$ cat src/rtl/onehot_encoder_seq.sv
// Sequential one-hot/multi-hot encoder: accepts an 8-bit line vector and emits
// the 3-bit index of every set line, one code per valid/ready beat.
module onehot_encoder_seq #(
  parameter bit MSB_FIRST = 1'b0
) (
  input  logic       sys_clk,
  input  logic       sys_rst,
  input  logic       in_vld,
  input  logic [7:0] in_data,
  output logic       in_rdy,
  output logic       out_vld,
  output logic [2:0] out_code,
  output logic       out_last,
  output logic       out_zero,
  input  logic       out_rdy
);

  typedef enum logic {
    IDLE = 1'b0,
    EMIT = 1'b1
  } state_t;

  state_t     state_q, state_d;
  logic [7:0] rem_q, rem_d;
  logic [7:0] rem_after;
  logic       vld_d, last_d, zero_d;
  logic [2:0] code_d;

  // Priority search: the last assignment in loop order wins, so the loop
  // direction is opposite to the desired priority.
  function automatic logic [2:0] first_set(input logic [7:0] v);
    logic [2:0] idx;
    idx = 3'd0;
    if (MSB_FIRST) begin
      for (int i = 0; i < 8; i++)
        if (v[i]) idx = 3'(i);
    end else begin
      for (int i = 7; i >= 0; i--)
        if (v[i]) idx = 3'(i);
    end
    return idx;
  endfunction

  // True for zero or exactly one set bit; a zero vector is also a one-beat burst.
  function automatic logic at_most_one(input logic [7:0] v);
    return (v & (v - 8'd1)) == 8'd0;
  endfunction

  assign in_rdy = (state_q == IDLE);

  always_comb begin
    // NOTE: every combinational output gets a default first, so no path can
    // leave one unassigned and infer a latch.
    state_d   = state_q;
    rem_d     = rem_q;
    vld_d     = out_vld;
    code_d    = out_code;
    last_d    = out_last;
    zero_d    = out_zero;
    rem_after = rem_q & ~(8'd1 << out_code);

    unique case (state_q)
      IDLE: begin
        if (in_vld) begin
          state_d = EMIT;
          rem_d   = in_data;
          vld_d   = 1'b1;
          code_d  = first_set(in_data);
          last_d  = at_most_one(in_data);
          zero_d  = (in_data == 8'd0);
        end
      end
      EMIT: begin
        if (out_rdy) begin
          if (out_last) begin
            state_d = IDLE;
            rem_d   = 8'd0;
            vld_d   = 1'b0;
            code_d  = 3'd0;
            last_d  = 1'b0;
            zero_d  = 1'b0;
          end else begin
            rem_d  = rem_after;
            code_d = first_set(rem_after);
            last_d = at_most_one(rem_after);
          end
        end
      end
      default: state_d = IDLE;
    endcase
  end

  // NOTE: sequential state uses non-blocking assignments so every register
  // samples pre-edge values regardless of statement order.
  always_ff @(posedge sys_clk) begin
    if (sys_rst) begin
      state_q  <= IDLE;
      rem_q    <= 8'd0;
      out_vld  <= 1'b0;
      out_code <= 3'd0;
      out_last <= 1'b0;
      out_zero <= 1'b0;
    end else begin
      state_q  <= state_d;
      rem_q    <= rem_d;
      out_vld  <= vld_d;
      out_code <= code_d;
      out_last <= last_d;
      out_zero <= zero_d;
    end
  end

endmodule

$ cat config.mk
export PLATFORM = sky130hd
export DESIGN_NAME = onehot_encoder_seq
export DESIGN_NICKNAME = d
export VERILOG_FILES = /design/src/rtl/onehot_encoder_seq.sv
export SDC_FILE = /design/constraint.sdc
export NUM_CORES = 1
export LEC_CHECK = 0
export ABC_AREA = 0
export CAP_MARGIN = 20
export CELL_PAD_IN_SITES_DETAIL_PLACEMENT = 2
export CELL_PAD_IN_SITES_GLOBAL_PLACEMENT = 2
export CORE_ASPECT_RATIO = 0.9
export CORE_MARGIN = 3
export CORE_UTILIZATION = 30
export DETAILED_ROUTE_END_ITERATION = 10
export GPL_ROUTABILITY_DRIVEN = 0
export PLACE_DENSITY = 0.86
export SLEW_MARGIN = 20
export SYNTH_ARGS = -nofsm -noshare
export SYNTH_HDL_FRONTEND = slang
export SYNTH_SLANG_ARGS = --single-unit
$ cat constraint.sdc
create_clock -name sys_clk -period 1.8 [get_ports sys_clk]
set_clock_uncertainty 0.05 [all_clocks]
set_input_delay 0.18 -clock sys_clk [delete_from_list [all_inputs] [get_ports sys_clk]]
set_output_delay 0.18 -clock sys_clk [all_outputs]
set_load 0.005 [all_outputs]
==> results.md <==
- Routed len/inst: 22.7 um
- Avg Inst Size Synth: 7.80 um^2
- GRT Resource Usage Total: 24.1%
- ANT cells: 0
- Rows: 19
- Clk_lat worst skew: 0.25 ns
- F_max: 570 MHz
- CTS Hold Bufs: 0
- Final WL: 4990 um
- Seq/Total Area, Yosys: 27.9%
- Largest net degree at the start of global routing: 11
- CP Class: reg -> reg
- Worst Path Arrival: 1.81 ns
- Area of the mapped netlist: 1080 um^2
- Clock slew at reported path FFs: 0.07 ns
- Worst EP required: 1.86 ns
- Placed Area: 1440 um^2
- Initial core utilization: 33.3%
- Num CTS Buffers: 3
- Synth warn: 0
- Max incr delay on CP: 0.38 ns
- Clk root buf: clkbuf_8
- Leak: 0.594 nW
- Post-route insts no fill: 220
- Startpoint types: flip-flop
- Main synth FF type: dfxtp_1
- CTS tree: yes
- Crit. End Element: flip-flop
- Number of setup buffers added after CTS: 0
- Area Overhead vs Synth: 45.5%
- Die Span Y: 62.8 um
- Area contributors post-synth: dfxtp_1 28%, o21ai_0 7.0%, a21oi_1 5.6%
- Pwr per Cell Area: 682 nW/um^2
- Vias in the first global route: 1511
- Final nets: 191
- Unique masters post-synth: 50
- CTS Sinks: 15
- Async set-or-reset flop fraction in the synthesized netlist: 0%
- Maximum vdd ir drop: 0.353 mV
- #FFs+latches synth: 15
- Post-synth top area share: 27.9%
- Final setup fails: 0
- Syn nets: 150
- Unrepaired setup endpoints after global routing: no
- Outcome: finished, final reports clean
- Worst-path fanout max: 9
- Worst-case clock buffer depth: 2
- Vias: 1365
- Critical-path cell list: buf_4, and3b_2, o21ai_2, o2bb2a_1, o211ai_1, a221oi_2
- Die Wd: 69.1 um
- Leading area contributor after synthesis: dfxtp_1
- Final hold violation count: 0
- Final period util: 97.5%
- Drt pass-1 iters: 4
- Syn Inst Count: 138
- Slowest-stage cell, CP: dfxtp_4
- Dpl cells: 216
- Die ar.: 4340 um^2
- # DRC: 0
- Core area: 3230 um^2
- Max-slew violations: 0
- HPWL Detailed: 3550 um
- Global-route wire length before repair: 8370 um
- Design Area, Final: 1570 um^2
- Worst-margin pin slew: 0.445 ns
- H-tree levels: 1
- Worst hold slack: 0.458 ns
- Max-Cap Viols: 0
- Vias per inst: 6.20
- Fillers: 368
- Boundary Pins: 19
- Routed Antenna Nets: 0
- Share of post-route cells with drive strength above 1: 29.8%
- Clock period minus final worst setup slack: 1.76 ns
- Type of the tightest min-delay check: reg -> reg
- Port bufs: 18
- Iteration-0 DRC count of the detailed router: 113
- Number of flops mapped to enable cells by yosys: 0
- Initial antenna violation count: 0
- Grt ovf: 0
- Slew margin rel.: 70.3%
## critical path, delay by kind of cell, from the launching register on
| family | cells | cell delay, ns |
|---|---|---|
| compound gates | 4 | 0.77 |
| flops | 1 | 0.38 |
| simple gates | 1 | 0.23 |
| buf+inv | 1 | 0.17 |
## state kept, by name (all words and copies together), names as in the netlist
register	flops
out_vld	1
state_q	1
rem_q	8
out_zero	1
out_last	1
out_code	3
## cells by family (layout without fill, tap and decap cells)
logic type	Yosys count	in the layout	synth area share [%]
multiplexers	1	1	0.930
adder cells (fa/ha/maj)	1	1	0.930
AO/OA/AOI/OAI	56	56	35.2
flip-flops	15	15	27.9
AND/OR/NAND/NOR	54	54	28.6
buffers and inverters	11	51	6.39
## routing by layer
layer  wire (um)  part of all wire, %  track usage [%]  up-vias
li1            -                    -                -      610
met1        2080                   42             28.7      674
met2        2390                   48             42.4       61
met3         310                  6.2             3.38       20
met4         201                  4.0             11.5        0
met5           0                    0                0        -
## stage by stage
step	setup WS [ns]	setup TNS [ns]	util (%)	total power, W
floorplan	0.206	0	-	0.000566
global placement	0.0640	0	44.6	0.000716
detailed placement	-0.0884	-0.118	44.6	0.000740
CTS	0.0183	0	46.6	0.00104
global route	0.00434	0	48.4	0.00113
finish	0.0444	0	48.4	0.00107
## where the power goes
group	switching, W	internal (W)	total, W
clock network	0.000123	0.000157	0.000280
logic	0.000207	0.000184	0.000391
registers	0.0000388	0.000357	0.000396
## cell usage after synthesis (all sizes together), types with 2 or more instances
cell and n:
dfxtp 15, o21ai 15, nor2 14, a21oi 12, nand2 8, buf 6, nor3 6, a22oi 5
inv 4, nand3 4, nand2b 3, nor2b 3, o31ai 3, or2 3, a211oi 2, a221oi 2
a311oi 2, a31oi 2, nand4b 2, nor4 2, o21a 2
## layout by cell type (no fill, tap or decap), drive strengths merged, types with 2 or more instances in the layout
cell type      instances
a211oi                 2
a21oi                 12
a221oi                 2
a22oi                  5
a311oi                 2
a31oi                  2
buf                   25
clkbuf                 4
clkdlybuf4s50         18
dfxtp                 15
inv                    4
nand2                  8
nand2b                 3
nand3                  4
nand4b                 2
nor2                  14
nor2b                  3
nor3                   6
nor4                   2
o21a                   2
o21ai                 15
o31ai                  3
or2                    3
## final timing paths
kind                                                from                       end  slack (ns)  cells past startpoint
worst min-delay path                out_vld$_SDFFE_PP0P_      out_vld$_SDFFE_PP0P_        0.46                      2
worst min register to register      out_vld$_SDFFE_PP0P_      out_vld$_SDFFE_PP0P_        0.46                      2
worst max-delay path            out_code[1]$_SDFFE_PP0P_  out_code[0]$_SDFFE_PP0P_        0.04                      6
worst max register to register  out_code[1]$_SDFFE_PP0P_  out_code[0]$_SDFFE_PP0P_        0.04                      6
## what timing repair did
action	4_1_cts	5_1_grt
setup endpoints to repair	3	4
cloned	0	0
pin swaps	1	3
resized for setup	6	14
## cell type report
type	instances	area, um^2	area share [%]
tap	42	52.6	3.36
multi-input combinational	112	768	49.1
clock buffer	4	45.0	2.88
timing repair buffer	43	375	24.0
sequential	15	309	19.7
inverter	4	15.0	0.959
(Power assumes the default switching activity.)
